[config.mk]
export PLATFORM = sky130hd
export DESIGN_NAME = mips_instr_encoder
export DESIGN_NICKNAME = d
export VERILOG_FILES = /design/src/rtl/mips_instr_encoder.sv
export SDC_FILE = /design/constraint.sdc
export NUM_CORES = 1
export LEC_CHECK = 0
export ABC_AREA = 1
export CORE_ASPECT_RATIO = 0.5
export CORE_MARGIN = 8
export CORE_UTILIZATION = 35
export CTS_CLUSTER_SIZE = 14
export DETAILED_ROUTE_END_ITERATION = 10
export GPL_TIMING_DRIVEN = 1
export PLACE_DENSITY = 0.78
export SLEW_MARGIN = 25
export SYNTH_ARGS = -nofsm -noshare
export SYNTH_HDL_FRONTEND = slang
export SYNTH_SLANG_ARGS = --single-unit
[constraint.sdc]
create_clock -name clk -period 1.9 [get_ports clk]
set_clock_uncertainty 0.2 [all_clocks]
set_input_delay 0.38 -clock clk [delete_from_list [all_inputs] [get_ports clk]]
set_output_delay 0.38 -clock clk [all_outputs]
set_load 0.005 [all_outputs]
[src/rtl/mips_instr_encoder.sv]
// mips_instr_encoder
//   Loads the single-cycle MIPS instruction memory from a stream of decoded
//   mnemonic commands. Each accepted legal command is packed into a 32-bit
//   MIPS word and written to the next sequential word address one cycle later.
//
// Ports
//   clk, rst                  rising-edge clock, synchronous active-high reset
//   start                     opens a load session (honoured in IDLE/DONE)
//   cmd_valid / cmd_ready     command handshake; ready is high only in LOAD
//   cmd_op, cmd_rs, cmd_rt,   mnemonic (0..8 legal) and operand fields
//   cmd_rd, cmd_imm, cmd_last
//   imem_we/addr/wdata        instruction memory write port
//   busy, done                session state flags (LOAD / DONE)
//   err_illegal, err_full     one-cycle pulses for dropped commands
//   word_count                words written in the current session
module mips_instr_encoder #(
    parameter int          DEPTH     = 64,
    parameter logic [31:0] BASE_ADDR = 32'h0
) (
    input  logic                       clk,
    input  logic                       rst,
    input  logic                       start,
    input  logic                       cmd_valid,
    output logic                       cmd_ready,
    input  logic [3:0]                 cmd_op,
    input  logic [4:0]                 cmd_rs,
    input  logic [4:0]                 cmd_rt,
    input  logic [4:0]                 cmd_rd,
    input  logic [15:0]                cmd_imm,
    input  logic                       cmd_last,
    output logic                       imem_we,
    output logic [31:0]                imem_addr,
    output logic [31:0]                imem_wdata,
    output logic                       busy,
    output logic                       done,
    output logic                       err_illegal,
    output logic                       err_full,
    output logic [$clog2(DEPTH):0]     word_count
);

    localparam int CW = $clog2(DEPTH) + 1;
    localparam logic [CW-1:0] FULL = CW'(DEPTH);

    typedef enum logic [1:0] {IDLE, LOAD, DONE} state_t;

    state_t        state;
    logic          we_p1;
    logic [31:0]   addr_p1;
    logic [31:0]   wdata_p1;
    logic [32:0]   enc_p0;
    logic          accept_p0;

    // Returns {legal, word}; the word is meaningless when legal is 0.
    function automatic logic [32:0] encode(
        input logic [3:0]  op,
        input logic [4:0]  rs,
        input logic [4:0]  rt,
        input logic [4:0]  rd,
        input logic [15:0] imm
    );
        logic [5:0] funct;
        logic [5:0] opcode;
        logic       legal;
        logic       rtype;
        funct  = 6'b000000;
        opcode = 6'b000000;
        legal  = 1'b1;
        rtype  = 1'b1;
        case (op)
            4'd0: funct = 6'b100000;
            4'd1: funct = 6'b100010;
            4'd2: funct = 6'b100100;
            4'd3: funct = 6'b100101;
            4'd4: funct = 6'b101010;
            4'd5: begin rtype = 1'b0; opcode = 6'b100011; end
            4'd6: begin rtype = 1'b0; opcode = 6'b101011; end
            4'd7: begin rtype = 1'b0; opcode = 6'b000100; end
            4'd8: begin rtype = 1'b0; opcode = 6'b001000; end
            default: legal = 1'b0;
        endcase
        if (rtype)
            return {legal, 6'b000000, rs, rt, rd, 5'b00000, funct};
        else
            return {legal, opcode, rs, rt, imm};
    endfunction

    assign cmd_ready = (state == LOAD);
    assign busy      = (state == LOAD);
    assign done      = (state == DONE);

    // p0: command accepted and encoded
    assign accept_p0 = cmd_valid & cmd_ready;
    assign enc_p0    = encode(cmd_op, cmd_rs, cmd_rt, cmd_rd, cmd_imm);

    always_ff @(posedge clk) begin
        if (rst) begin
            state       <= IDLE;
            word_count  <= '0;
            we_p1       <= 1'b0;
            addr_p1     <= '0;
            wdata_p1    <= '0;
            err_illegal <= 1'b0;
            err_full    <= 1'b0;
        end else begin
            we_p1       <= 1'b0;
            err_illegal <= 1'b0;
            err_full    <= 1'b0;
            case (state)
                IDLE, DONE: begin
                    if (start) begin
                        state      <= LOAD;
                        word_count <= '0;
                    end
                end
                LOAD: begin
                    if (accept_p0) begin
                        if (!enc_p0[32]) begin
                            err_illegal <= 1'b1;
                        end else if (word_count == FULL) begin
                            err_full <= 1'b1;
                        end else begin
                            we_p1      <= 1'b1;
                            addr_p1    <= BASE_ADDR + (32'(word_count) << 2);
                            wdata_p1   <= enc_p0[31:0];
                            word_count <= word_count + 1'b1;
                        end
                        if (cmd_last)
                            state <= DONE;
                    end
                end
                default: state <= IDLE;
            endcase
        end
    end

    // p1: write port; a reset in the issue cycle kills the pending write
    assign imem_we    = we_p1 & ~rst;
    assign imem_addr  = addr_p1;
    assign imem_wdata = wdata_p1;

endmodule

======== Word-level counts from Yosys, hierarchy flattened ========
Cells that the tools add are included.
cells by class
  add/sub/neg operators ................... 1
  eq/ne operators ......................... 16
  muxes and demuxes ....................... 16
  bitwise gates (word level) .............. 7
  reduce and logical (&&, ||, !) cells .... 11
operators with widths
  kind                                                             number
  32-bit two-way mux                                               1
  6-bit case mux with 5 select lines                               1
  7-bit two-way mux                                                4
  6-bit case mux with 4 select lines                               1
  4-bit by 3-bit == test with 1-bit output, second input constant  4
  7-bit case mux with 2 select lines                               1
  9-bit OR reduction                                               1
  4-bit by 2-bit == test with 1-bit output, second input constant  2
  4-bit OR reduction                                               2
  7-bit by 1-bit adder with 7-bit output, second input constant    1
  7-bit == test, second input constant                             1
  2-bit two-way mux                                                3
  2-bit by 1-bit != test with 1-bit output, second input constant  3
  1-bit NOT                                                        5
  5-bit AND reduction                                              1
  4-bit by 1-bit == test with 1-bit output, second input constant  1
  4-bit == test, second input constant                             1
  4-bit logical NOT                                                1
  1-bit two-way mux                                                4
  2-bit != test, second input constant                             2
  2-bit case mux with 2 select lines                               1
  4-bit AND reduction                                              1
  3-bit AND reduction                                              1
  3-bit OR reduction                                               1
  6 further kinds                                                  7
word-level totals
  flip-flop bits (word level) ............. 51
  input port bits ......................... 40
  output and inout bits ................... 77
  logic and storage cells ................. 58

======== Longest topological paths before layout ========
  depth in word-level cells ............... 6
  mapped depth ............................ 10
  mapped depth without buffers ............ 9

======== Worst setup path before layout ========
Ideal clock, no wire load.
  path type ............................... register to register
  start ................................... reg word_count[0]
  end ..................................... reg wdata_p1[0], in the netlist imem_wdata[0]
  setup time .............................. 0.116 ns
  data arrival time ....................... 1.313 ns
  data required time ...................... 1.584 ns
  setup slack ............................. 0.271 ns
  cell stages (with the launch flop) ...... 11
  buffers on the path ..................... 2
  period minus slack after synthesis ...... 1.629 ns
  cell sequence ........................... dfxtp_1 inv_1 ha_1 nand2_1 nor2_1 nand2_1 nand3_2 buf_6 buf_6 nor2_1 nor2_1
between the ends
  word-level cells in the longest chain between the ends .. 3
RTL lines
  element                               line  RTL
  from (decl)                           38    output logic [$clog2(DEPTH):0] word_count
  from (signal assigned)                125   word_count <= word_count + 1'b1;
  7-bit == test                         119   end else if (word_count == FULL) begin
  1-bit NOT (no source line)            -
  4-bit AND reduction (no source line)  -
  to (signal assigned)                  124   wdata_p1 <= enc_p0[31:0];
  to (decl)                             49    logic [31:0] wdata_p1;
Every way passes these cells.
A chain may end at the register's enable or synchronous reset.

======== Worst setup path in the final report ========
  start ................................... in cmd_op[0]
  end ..................................... reg wdata_p1[15], in the netlist imem_wdata[15]
between the ends
  word-level cells in the longest chain between the ends .. 4
  elaborated cells between the ends (all ways) .. 14
  those cells by class .................... 8 x eq/ne; 2 x mux; 4 x reduce/logical
RTL lines
  element                                line  RTL
  from (decl)                            25    input logic [3:0] cmd_op,
  4-bit == test (tied with other cells)  69    case (op)
  9-bit OR reduction (no source line)    -
  1-bit two-way mux                      69
  4-bit AND reduction (no source line)   -
Several ways; a longest one is shown, not always the timed one.

==> impl_metrics.env <==
export IMPL_ff2ff_path_depth=10
export IMPL_crit_family="buffers and inverters"
export IMPL_mappedNetlistArea_um2=2340
export IMPL_p_leak_nw=1.50
export IMPL_pre_cts_ws_ps=-292
export IMPL_ios=117
export IMPL_final_seq_area_um2=965
export IMPL_yosys_warnings=0
export IMPL_worst_hold_slack_ps=263
export IMPL_cts_buffers=5
export IMPL_grt_pass1_wl_um=10800
export IMPL_cap_violations=0
export IMPL_grt_overflow_total=0
export IMPL_fin_crit_sh_pct=96.9
export IMPL_status="finished clean"
export IMPL_path_buf_inv=3
export IMPL_fin_cells=525
export IMPL_most_common_layout_cells="nand2_1, clkdlybuf4s50_1, dfxtp_1"
export IMPL_vdd_drop_max_v=0.000306
export IMPL_htreeDepth=2
export IMPL_core_rowCount=21
export IMPL_io_buffers=90
export IMPL_crit_type="in -> reg"
export IMPL_drt_iter0_markers=114
export IMPL_grt_use_total_pct=13.6
export IMPL_finalCriticalPeriod_ps=1840
export IMPL_worstPathArrival_ps=1820
export IMPL_area_delta_synth_final_pct=51.6
export IMPL_p_per_area_nw_per_um2=677
export IMPL_hold_viol_final=0
export IMPL_cts_root_buf="clkbuf_16"
export IMPL_die_h_um=73.8
export IMPL_crit_end="imem_wdata[15]"
export IMPL_rr_startpoint="word_count[0]"
export IMPL_path_cells="clkdlybuf4s50_1, nor2_4, buf_4, o21ai_4, inv_1, nand2_1, nand2_1, nor2_1, nor2_1"
export IMPL_syn_avg_cell_area_um2=7.15
export IMPL_diodes=0
export IMPL_end_kind="flop"
export IMPL_die_x_um=132
export IMPL_crit_path_start_kind="primary input"
export IMPL_path_clk_slew_ps=60
export IMPL_gp_congestion=0.855
export IMPL_r2r_end="imem_wdata[10]"
export IMPL_core_area_um2=6570
export IMPL_cts_buffer_depth=2
export IMPL_antenna_found_initial=0
export IMPL_slew_viol_final=0
export IMPL_timing_fmax_ghz=0.543
export IMPL_min_path_type="reg -> reg"
export IMPL_n_fill_cell=642
export IMPL_num_vias=2283
export IMPL_detail_route_wirelength_um=6810
export IMPL_synth_seq_cells=48
export IMPL_power_total_mw=2.40
export IMPL_multi_input_area_um2=1120
export IMPL_layout_drive_gt1_share_pct=11.8
export IMPL_clock_insertion_delay_worst_skew_ps=290
export IMPL_avgViaCountPerCell=4.35
export IMPL_crit_fanout=9
export IMPL_postSynthCellCount=327
export IMPL_layout_setup_ws_ps=59.4
export IMPL_grt_start_max_net_pins=28
export IMPL_die_area_um2=9710
export IMPL_seq_area_frac_synth_pct=41.1
export IMPL_cp_num_cells=9
export IMPL_reg2reg_slack_ps=190
export IMPL_max_stage_delay_ps=530
export IMPL_layout_commonest_cell="nand2_1"
export IMPL_cts_sinks=48
export IMPL_startpoint="cmd_op[0]"
export IMPL_ant_nets=0
export IMPL_start_util_pct=35.6
export IMPL_critical_path_required_ps=1880
export IMPL_slowest_stage="clkdlybuf4s50_1"
export IMPL_wire_per_inst_um=13.0
export IMPL_dp_hpwl_um=5060
export IMPL_first_pass_iters=4
export IMPL_fin_nets=474
export IMPL_cts_tree="yes"
export IMPL_synth_cell_type_count=27
export IMPL_grt_pass1_vias=2295
export IMPL_drc=0
export IMPL_placedCellCount=512
export IMPL_setup_viol=0
==> routing by layer <==
| metal | vias to the layer above | wire [um] | track usage (%) |
|---|---|---|---|
| met1 | 1004 | 3030 | 15.7 |
| met4 | 0 | 55 | 3.78 |
| met2 | 75 | 3280 | 23.8 |
| met5 | - | 0 | 0 |
| met3 | 4 | 455 | 4.50 |
| li1 | 1200 | - | - |
==> synthesized netlist by cell type, drive strengths merged <==
cell type / n / area, um2
a21oi: 25 / 125
buf: 39 / 305
clkbuf: 3 / 11.3
conb: 1 / 3.75
dfxtp: 48 / 961
ha: 2 / 25.0
inv: 20 / 75.1
nand2: 94 / 360
nand3: 25 / 130
nor2: 38 / 164
nor3: 1 / 5.00
nor3b: 2 / 15.0
nor4: 1 / 6.26
o211ai: 1 / 7.51
o21ai: 24 / 124
o31ai: 1 / 7.51
or2: 2 / 12.5
==> logic make-up (layout without fill, tap and decap cells) <==
group | Yosys count | in the layout | synth area share (%)
compound gates | 51 | 51 | 11.3
fa+ha+maj | 2 | 2 | 1.07
buf+inv | 62 | 142 | 16.7
flops | 48 | 48 | 41.1
other cells | 1 | 26 | 0.160
simple gates | 163 | 164 | 29.6
==> area by class of cell <==
| type | count | share of cell area, % |
|---|---|---|
| inverters | 20 | 2.12 |
| flip-flops and latches | 48 | 27.2 |
| well taps | 92 | 3.25 |
| clock buffers | 5 | 3.53 |
| clock inverters | 3 | 1.20 |
| multi-input cells | 243 | 31.5 |
| repair buffers | 114 | 31.2 |
==> worst register-to-register path, stage by stage, from the launching register on <==
cell and delay (ps):
dfxtp_1 330, inv_1 50, ha_1 190, nand2_1 80, nor2_1 50, nand2_1 140
nand3_4 110, buf_6 190, nor2_4 170, nand3_1 90, nand2_1 60
==> timing repair <==
item | CTS | global route
endpoints found under the setup margin | 3 | 45
setup buffers | 1 | 3
gates cloned | 0 | 1
gates resized for setup | 5 | 13
hold buffers | 0 | 0
pin swaps | 0 | 3
==> how the worst min path moves through the flow <==
stage	from	end	slack, ps	cells after the start
floorplan	state[1]	state[1]	260	2
global placement	imem_wdata[21]	imem_wdata[21]	250	2
detailed placement	imem_wdata[21]	imem_wdata[21]	260	2
finish	imem_addr[5]	imem_addr[5]	260	2
CTS	imem_wdata[21]	imem_wdata[21]	270	2
global route	imem_wdata[10]	imem_wdata[10]	290	2
==> registers in the layout, summed over array words and instances, names as in the netlist <==
register and cells:
word_count 7, err_full 1, imem_wdata 29, err_illegal 1, we_p1 1, imem_addr 7
state 2
==> report_power, final <==
part / total (mW) / switching, mW / leakage, nW / internal (mW)
Combinational: 0.354 / 0.170 / 1.03 / 0.184
Sequential: 1.04 / 0.0137 / 0.389 / 1.03
Clock: 1.00 / 0.383 / 0.0798 / 0.618
==> per-stage QoR <==
step | setup TNS (ps) | util [%] | area [um2]
floorplan | 0 | - | 2430
global placement | -7740 | 50.2 | 3290
detailed placement | -9980 | 50.2 | 3290
CTS | 0 | 52.8 | 3470
global route | -51.7 | 54.0 | 3540
finish | 0 | 54.0 | 3540
(Power assumes the default switching activity.)
